`src/rtl/envia_uart_pkg.sv`:
```
// -----------------------------------------------------------------------------
// envia_uart_pkg
// Shared UART framing definitions for the transmit side of the serial link.
// The receiver on the same link uses the same frame constants and state
// encodings, so both ends agree on bit order and line levels.
//
// Contents:
//   DATA_BITS    - payload bits per frame (8, LSB first)
//   START_LEVEL  - line level of the start bit (0)
//   IDLE_LEVEL   - line level when idle and during stop bits (1)
//   txState_t    - transmitter FSM encoding: IDLE, START, DATA, STOP
//   calcDiv()    - clocks per bit, rounded to the nearest integer
// -----------------------------------------------------------------------------
package envia_uart_pkg;

    localparam int   DATA_BITS   = 8;
    localparam logic START_LEVEL = 1'b0;
    localparam logic IDLE_LEVEL  = 1'b1;

    typedef enum logic [1:0] {
        IDLE  = 2'd0,
        START = 2'd1,
        DATA  = 2'd2,
        STOP  = 2'd3
    } txState_t;

    // Rounded division so that e.g. 50 MHz / 9600 lands on the closest
    // integer divisor instead of always truncating toward a faster baud.
    function automatic int calcDiv(input int clkHz, input int baud);
        return (clkHz + baud / 2) / baud;
    endfunction

endpackage

```
`src/rtl/envia_uart_baud_div.sv`:
```
// -----------------------------------------------------------------------------
// uart_baud_div
// Bit-period timer for the UART transmitter. Produces a one-cycle tick every
// DIV clocks while run is high. restart zeroes the count so a new frame always
// starts on a full bit period, regardless of where the previous one ended.
//
// Parameters:
//   DIV      clocks per bit period (>= 1)
// Ports:
//   clk      in   system clock, rising edge
//   rst_n    in   asynchronous active-low reset
//   restart  in   zero the counter on this edge (takes priority over run)
//   run      in   count enable
//   tick     out  high during the last clock of each bit period
// -----------------------------------------------------------------------------
module uart_baud_div
    import envia_uart_pkg::*;
#(
    parameter int DIV = 10
) (
    input  logic clk,
    input  logic rst_n,
    input  logic restart,
    input  logic run,
    output logic tick
);

    // A divisor of 1 still needs a one-bit counter to stay legal.
    localparam int            CW   = (DIV > 1) ? $clog2(DIV) : 1;
    localparam logic [CW-1:0] LAST = CW'(DIV - 1);

    logic [CW-1:0] count;

    assign tick = run && (count == LAST);

    always_ff @(posedge clk or negedge rst_n) begin
        if (!rst_n) begin
            count <= '0;
        end else if (restart) begin
            count <= '0;
        end else if (run) begin
            if (tick) begin
                count <= '0;
            end else begin
                count <= count + 1'b1;
            end
        end
    end

endmodule

```
`src/rtl/envia_uart.sv`:
```
// -----------------------------------------------------------------------------
// envia_uart
// UART transmitter, 8 data bits, no parity, 1 or 2 stop bits, LSB first,
// idle-high line. Sits between the SPWM control logic and the TxD pin.
// A one-entry holding register in front of the shifter lets the producer queue
// the next byte while the current frame is on the wire, so back-to-back frames
// leave the pin with no idle gap between the last stop bit and the next start.
//
// Parameters:
//   ClkFrequency  clk frequency in Hz
//   Baud          line rate in bit/s
//   StopBits      1 or 2
// Ports:
//   clk       in   system clock, rising edge
//   rst_n     in   asynchronous active-low reset
//   Tx_start  in   write request, accepted when Tx_start && Tx_ready
//   TxD_data  in   byte to send, captured only on an accepted write
//   Tx_ready  out  holding register empty
//   Tx_busy   out  frame in flight or byte waiting in the holding register
//   Tx_done   out  one-cycle pulse at the end of each frame's last stop bit
//   TxD       out  registered serial line
// -----------------------------------------------------------------------------
module envia_uart
    import envia_uart_pkg::*;
#(
    parameter int ClkFrequency = 50000000,
    parameter int Baud         = 9600,
    parameter int StopBits     = 1
) (
    input  logic                 clk,
    input  logic                 rst_n,
    input  logic                 Tx_start,
    input  logic [DATA_BITS-1:0] TxD_data,
    output logic                 Tx_ready,
    output logic                 Tx_busy,
    output logic                 Tx_done,
    output logic                 TxD
);

    localparam int   DIV       = calcDiv(ClkFrequency, Baud);
    // Index of the final stop bit; anything other than 2 is treated as 1.
    localparam logic STOP_LAST = (StopBits == 2) ? 1'b1 : 1'b0;
    localparam logic [2:0] LAST_BIT = 3'(DATA_BITS - 1);

    txState_t             state;
    txState_t             stateNext;
    logic                 holdFull;
    logic [DATA_BITS-1:0] holdData;
    logic [DATA_BITS-1:0] shifter;
    logic [DATA_BITS-1:0] shiftNext;
    logic [2:0]           bitIdx;
    logic [2:0]           bitIdxNext;
    logic                 stopCnt;
    logic                 stopCntNext;
    logic                 loadFrame;
    logic                 doneNext;
    logic                 txdNext;
    logic                 accept;
    logic                 baudRun;
    logic                 baudTick;

    // A write is only taken while the holding register is empty. On the edge
    // where the held byte moves into the shifter, holdFull is still set, so a
    // write presented on that same edge is dropped and must be retried.
    assign accept   = Tx_start && !holdFull;
    assign Tx_ready = !holdFull;
    assign Tx_busy  = (state != IDLE) || holdFull;
    assign baudRun  = (state != IDLE);

    uart_baud_div #(
        .DIV(DIV)
    ) uBaud (
        .clk     (clk),
        .rst_n   (rst_n),
        .restart (loadFrame),
        .run     (baudRun),
        .tick    (baudTick)
    );

    // Next-state and datapath steering. Every frame load (from IDLE or straight
    // out of the last stop bit) restarts the bit timer so the start bit gets a
    // full DIV clocks.
    always_comb begin
        stateNext   = state;
        shiftNext   = shifter;
        bitIdxNext  = bitIdx;
        stopCntNext = stopCnt;
        loadFrame   = 1'b0;
        doneNext    = 1'b0;

        case (state)
            IDLE: begin
                if (holdFull) begin
                    loadFrame = 1'b1;
                    shiftNext = holdData;
                    stateNext = START;
                end
            end

            START: begin
                if (baudTick) begin
                    bitIdxNext = '0;
                    stateNext  = DATA;
                end
            end

            DATA: begin
                if (baudTick) begin
                    shiftNext  = {1'b0, shifter[DATA_BITS-1:1]};
                    bitIdxNext = bitIdx + 3'd1;
                    if (bitIdx == LAST_BIT) begin
                        stopCntNext = 1'b0;
                        stateNext   = STOP;
                    end
                end
            end

            STOP: begin
                if (baudTick) begin
                    if (stopCnt == STOP_LAST) begin
                        doneNext = 1'b1;
                        if (holdFull) begin
                            // Chain straight into the next frame's start bit.
                            loadFrame = 1'b1;
                            shiftNext = holdData;
                            stateNext = START;
                        end else begin
                            stateNext = IDLE;
                        end
                    end else begin
                        stopCntNext = stopCnt + 1'b1;
                    end
                end
            end

            default: begin
                stateNext = IDLE;
            end
        endcase

        // TxD is registered, so its next value follows the state being entered;
        // this keeps the pin glitch-free and aligned with the state change.
        case (stateNext)
            START:   txdNext = START_LEVEL;
            DATA:    txdNext = shiftNext[0];
            default: txdNext = IDLE_LEVEL;
        endcase
    end

    // Control registers: reset returns the line to idle immediately and
    // discards both the frame in flight and any held byte.
    always_ff @(posedge clk or negedge rst_n) begin
        if (!rst_n) begin
            state    <= IDLE;
            holdFull <= 1'b0;
            bitIdx   <= '0;
            stopCnt  <= 1'b0;
            TxD      <= IDLE_LEVEL;
            Tx_done  <= 1'b0;
        end else begin
            state    <= stateNext;
            bitIdx   <= bitIdxNext;
            stopCnt  <= stopCntNext;
            TxD      <= txdNext;
            Tx_done  <= doneNext;
            if (accept) begin
                holdFull <= 1'b1;
            end else if (loadFrame) begin
                holdFull <= 1'b0;
            end
        end
    end

    // Data registers carry no reset: their contents are only observed after a
    // load, which always follows an accepted write.
    always_ff @(posedge clk) begin
        if (accept) begin
            holdData <= TxD_data;
        end
        shifter <= shiftNext;
    end

endmodule

```
`config.mk`:
```
export PLATFORM = sky130hd
export DESIGN_NAME = envia_uart
export DESIGN_NICKNAME = d
export VERILOG_FILES = /design/src/rtl/envia_uart_pkg.sv /design/src/rtl/envia_uart_baud_div.sv /design/src/rtl/envia_uart.sv
export SDC_FILE = /design/constraint.sdc
export NUM_CORES = 1
export LEC_CHECK = 0
export CORE_AREA = 2 2 71 56
export DETAILED_ROUTE_END_ITERATION = 8
export DIE_AREA = 0 0 73 58
export PLACE_DENSITY = 0.76
export SYNTH_ARGS = -nofsm -noshare
export SYNTH_HDL_FRONTEND = slang
export SYNTH_SLANG_ARGS = --single-unit
```
`constraint.sdc`:
```
create_clock -name clk -period 2.7 [get_ports clk]
set_input_delay 0.54 -clock clk [delete_from_list [all_inputs] [get_ports clk]]
set_output_delay 0.54 -clock clk [all_outputs]
set_load 0.02 [all_outputs]
```
# Word level (Yosys, flattened, before mapping)
# Cells that the tools add are included.
[totals] regBits=38 latchBits=0 ram_bits=0 mem_bits_ro=0 wordCells=73 n_memories=0
[classes] addsub=3 mul=0 div=0 order_cmp=0 eq_ne=12 shift=0 mux=34 n_bitwise=0 reduce_logical=14
[ops] cell="13-bit 2-to-1 mux" count=3
[ops] cell="8-bit 2-to-1 mux" count=4
[ops] cell="8-bit one-hot mux with 3 select lines" count=1
[ops] cell="13-bit by 1-bit adder with 13-bit output (second input constant)" count=1
[ops] cell="13-bit == test (second input constant)" count=1
[ops] cell="1-bit 2-to-1 mux" count=13
[ops] cell="2-bit 2-to-1 mux" count=6
[ops] cell="2-bit inequality test (second input constant)" count=5
[ops] cell="2-bit nonzero test" count=5
[ops] cell="2-bit one-hot mux with 4 select lines" count=1
[ops] cell="4-bit AND reduction" count=2
[ops] cell="2-bit == test (second input constant)" count=3
[ops] cell="3-bit 2-to-1 mux" count=2
[ops] cell="1-bit one-hot mux with 2 select lines" count=3
[ops] cell="3-bit one-hot mux with 2 select lines" count=1
[ops] cell="2-bit by 1-bit == test with 1-bit output (second input constant)" count=2
[ops] cell="3-bit by 1-bit adder with 3-bit output (second input constant)" count=1
[ops] cell="3-bit == test (second input constant)" count=1
[ops] cell="3-bit AND reduction" count=1
[ops] cell="3-bit nonzero test" count=1
[ops] cell="1-bit logical AND" count=2
[ops] cell="2-bit logical NOT" count=1
[ops] cell="1-bit adder (second input constant)" count=1
[ops] cell="1-bit logical NOT" count=1
[ops] cell="1-bit logical OR" count=1

# Depth between registers and ports, before layout
# Gate-level depths: netlist (run 1).
[logic_depth] depth_word=6 depth_mapped=9 mapped_depth_nobuf=7

# Hierarchy
# From an unflattened synthesis (run 1), not the netlist that was laid out.
[unflattened] cells_unflattened=182 area_unflattened_um2=1949.4
[by_module_without_submodules] mod="envia_uart" instances=1 cells_per_inst=100 area_each_um2=1193.6 seq_area_each_um2=671.9
[by_module_without_submodules] mod="uart_baud_div" instances=1 cells_per_inst=82 area_each_um2=755.7 seq_area_each_um2=325.3

# Worst setup path after synthesis (run 1)
# Ideal clock, no wire load.
[synth_timing] kind="register to register" start="reg uBaud.count[8]" end="reg shifter[1] (enable)" setup_time_ns=0.381 arrival_time_ns=1.773 required_time_ns=2.319 slack_ns=0.546 path_stages_with_launch=5 n_path_buf=0 path_cell_list="dfrtp_1 -> or4b_4 -> nor4_4 -> nand2_1 -> o21ai_0"
[synth_between] elab_chain_cells=4 word_cells_on_any_way=5 classes_between="eq/ne (3); reduce/logical (2)"
[synth_rtl] element="start: declaration" line_no="envia_uart_baud_div.sv:32" source="logic [CW-1:0] count;"
[synth_rtl] element="start signal: assignment" line_no="envia_uart_baud_div.sv:45" source="count <= count + 1'b1;"
[synth_rtl] element="13-bit == test (*)" line_no="envia_uart_baud_div.sv:34" source="assign tick = run && (count == LAST);"
[synth_rtl] element="1-bit logical AND (*)" line_no="envia_uart_baud_div.sv:34"
[synth_rtl] element="2-bit inequality test (no source line)"
[synth_rtl] element="4-bit AND reduction (no source line) (*)"
[synth_rtl] element="end signal: assignment" line_no="envia_uart.sv:180" source="shifter <= shiftNext;"
[synth_rtl] element="end: declaration" line_no="envia_uart.sv:49" source="logic [DATA_BITS-1:0] shifter;"
# Every way passes the cells marked *; elsewhere a longest branch is shown, timed or not.
# A chain may end at the register's enable or synchronous reset.

# Worst setup path in the final report (run 1)
[layout_timing] start="reg state[1]" end="out Tx_busy"
[layout_between] elab_chain_cells=2
[layout_rtl] element="start: declaration" line_no="envia_uart.sv:45" source="txState_t state;"
[layout_rtl] element="start signal: assignment" line_no="envia_uart.sv:161" source="state <= stateNext;"
[layout_rtl] element="2-bit nonzero test" line_no="envia_uart.sv:67" source="assign Tx_busy = (state != IDLE) || holdFull;"
[layout_rtl] element="1-bit logical OR" line_no="envia_uart.sv:67"
[layout_rtl] element="end: declaration" line_no="envia_uart.sv:35" source="output logic Tx_busy,"
# No other way between the ends.

==> out/metrics.cfg, run 1 <==
[cells_and_area]
syn_to_final_growth_pct = 15.2
diodes = 0
fin_util = 0.626
nNetsFinal = 214
layout_commonest_cell = dfrtp_1
drive_above_1_share = 0.0974
final_area_um2 = 2220
mostFrequentLayoutCells = 20 x dfrtp_1, 18 x nor2_1, 15 x nand2_1, 15 x edfxtp_1, 14 x clkdlybuf4s50_1

[routing]
drt_wl_total_um = 3840
ant_nets = 0
drt_first_pass_iters = 4
wire_per_inst_um = 16.2
drc_errors = 0
vias = 1411
drtIter0Drc = 113
viasPerCell = 5.95

[synth]
yosysSeqAreaShare = 0.518
ys_warn_count = 0
ys_types = 49
synth_fp_nets = 194
synth_edf_count = 15
ys_ff_latch = 37
async_flop_share = 0.568
yosys_most_used_dff = dfrtp_1
syn_area_um2 = 1930
synth.avg_cell_area_um2 = 11.1
synth_cells = 174

[sta]
clock.fmax_ghz = 0.395
post-route-period-util = 0.937
rsz0062_at_grt = no
slew_headroom = 0.290
setup_slack_ps = 171
tns_ps = 0
fin_crit_ps = 2530
tightest_slew_ps = 1050
drv_slew = 0
finalSetupViolCount = 0
skew_ps = 10.7
report.final.hold_viol_count = 0

[place]
place_ws_ps = 284
dpl_cell_area_um2 = 2120
port_buffers = 14
gp_congestion = 0.871
dp_hpwl_um = 2950

[pwr]
swShare = 0.214
combPwrFrac = 0.050
powerDensity_nw_per_um2 = 454
switching_power_mw = 0.216
internal_power_mw = 0.791
p_leak_nw = 0.909
seqPwrFrac = 0.591
ir_worst_vdd_uv = 469
clkPwrFrac = 0.359

[clocking]
clk-insertion-delay-late_ps = 280
cts_buffer_depth = 2
cts_tree = done
cts_setup_buffers = 0
cts_made_buffers = 5
post_cts_resized = 0
cts_num_sinks = 37
hold_buffers = 0
h-tree-depth = 2
root_buffer = clkbuf_8
clkTransAtPathRegs_ps = 80

[grt]
antenna_found_initial = 0
grt_usage = 0.206
grt_pass1_wl_um = 6700
grt-ovfl-total = 0
grt_start_max_net_pins = 22
grt_pass1_vias = 1384

[floorplanning]
start_util = 0.544
die_y_um = 58
die_x_um = 73
num_rows = 19
io_pins = 15
dieArea_um2 = 4230
core-area_um2 = 3540

[critical_path]
slowest_stage = clkdlybuf4s50_1
start_kind = register
worst_path_largest_cell_delay_ps = 610
worstSetupPathType = register to primary output
cpMostUsedCell = inv_1
arrival_ps = 1990
critPathRequiredTime_ps = 2160
crit_path_cell_trace = inv_1, ha_4, nor2b_1, inv_1, clkdlybuf4s50_1
critPathMaxFanout = 7
end_kind = primary output

[hold_path]
min_path_type = register to register

[run]
drv_cap = 0

[run_status]
outcome = complete, no violations

-- sequential cells by signal (all words and copies together), names as in the netlist --
| register | cells |
|---|---|
| state | 2 |
| holdFull | 1 |
| Tx_done | 1 |
| TxD | 1 |
| bitIdx | 3 |
| shifter | 8 |
| uBaud.count | 13 |
| holdData | 8 |
-- worst max-delay path: cells and delay by family (launching register included) --
| kind | cells | cell delay, ps |
|---|---|---|
| buf+inv | 3 | 890 |
| simple gates | 1 | 140 |
| fa+ha+maj | 1 | 230 |
| flops | 1 | 450 |
-- per-layer routing --
layer	GRT usage	share of wire	vias to the layer above
met5	0	0	-
met4	0.0238	0.0026	0
met3	0.0417	0.045	2
met2	0.311	0.45	31
met1	0.318	0.50	702
li1	-	-	676
-- Yosys cell counts, types with 2 or more instances --
cell / count / area, um2
a21oi_1: 2 / 10.0
a32o_1: 2 / 20.0
clkbuf_1: 2 / 7.51
dfrtp_1: 20 / 500
edfxtp_1: 15 / 450
ha_1: 9 / 113
inv_1: 6 / 22.5
mux2i_1: 9 / 90.1
nand2_1: 15 / 56.3
nand2b_1: 4 / 25.0
nand3_1: 6 / 30.0
nand4_1: 3 / 18.8
nor2_1: 18 / 67.6
nor2b_1: 2 / 12.5
nor3_1: 3 / 15.0
nor3b_1: 2 / 15.0
nor4_1: 2 / 12.5
o21ai_0: 10 / 50.1
o2bb2ai_1: 6 / 52.6
or2_2: 2 / 12.5
xnor2_1: 2 / 17.5
xor2_1: 7 / 61.3
-- logic make-up (layout without fill, tap and decap cells) --
logic type,count (synthesis),in the layout,share of synthesized area
buffers and inverters,11,32,0.0240
AO/OA/AOI/OAI,28,28,0.100
XOR/XNOR,9,9,0.0409
adder cells (fa/ha/maj),9,9,0.0585
flip-flops,37,37,0.518
multiplexers,10,10,0.0526
AND/OR/NAND/NOR,70,70,0.206
-- power by group through the flow --
stage               sequential, mW  combinational, mW  clock [mW]
finish                       0.596             0.0499       0.362
global route                 0.596             0.0549       0.396
CTS                          0.596             0.0503       0.365
detailed placement           0.607             0.0503           0
global placement             0.607             0.0495           0
floorplan                    0.605             0.0203           0
-- final cells by class --
type / instances / area [um2]
well taps: 42 / 52.6
repair buffers: 18 / 170
fillers: 290 / 1320
flip-flops and latches: 37 / 997
inverters: 6 / 22.5
clock buffers: 5 / 68.8
clock inverters: 3 / 12.5
multi-input cells: 126 / 895
-- through the flow --
step / cells / hold slack (ps) / power (mW)
floorplan: 174 / 244 / 0.625
global placement: 229 / 488 / 0.657
detailed placement: 229 / 502 / 0.658
CTS: 237 / 519 / 1.01
global route: 237 / 545 / 1.05
finish: 237 / 511 / 1.01
-- path summary, 6_finish.rpt --
check / to / startpoint / slack, ps / cells after the start
setup / recovery: Tx_busy / state[1] / 170 / 5
hold / removal: bitIdx[1] / bitIdx[1] / 510 / 1
setup reg to reg: shifter[5] / uBaud.count[8] / 260 / 4
hold reg to reg: bitIdx[1] / bitIdx[1] / 510 / 1
max in group asynchronous: TxD / rst_n / 1840 / 2
min in group asynchronous: state[1] / rst_n / 590 / 2
Power figures use the tool's default switching activity.
==> run 2: changes to the inputs <==
- SLEW_MARGIN: default -> 0
==> results of run 2 <==
The final DEF is identical to that of run 1; final timing and power are the same.
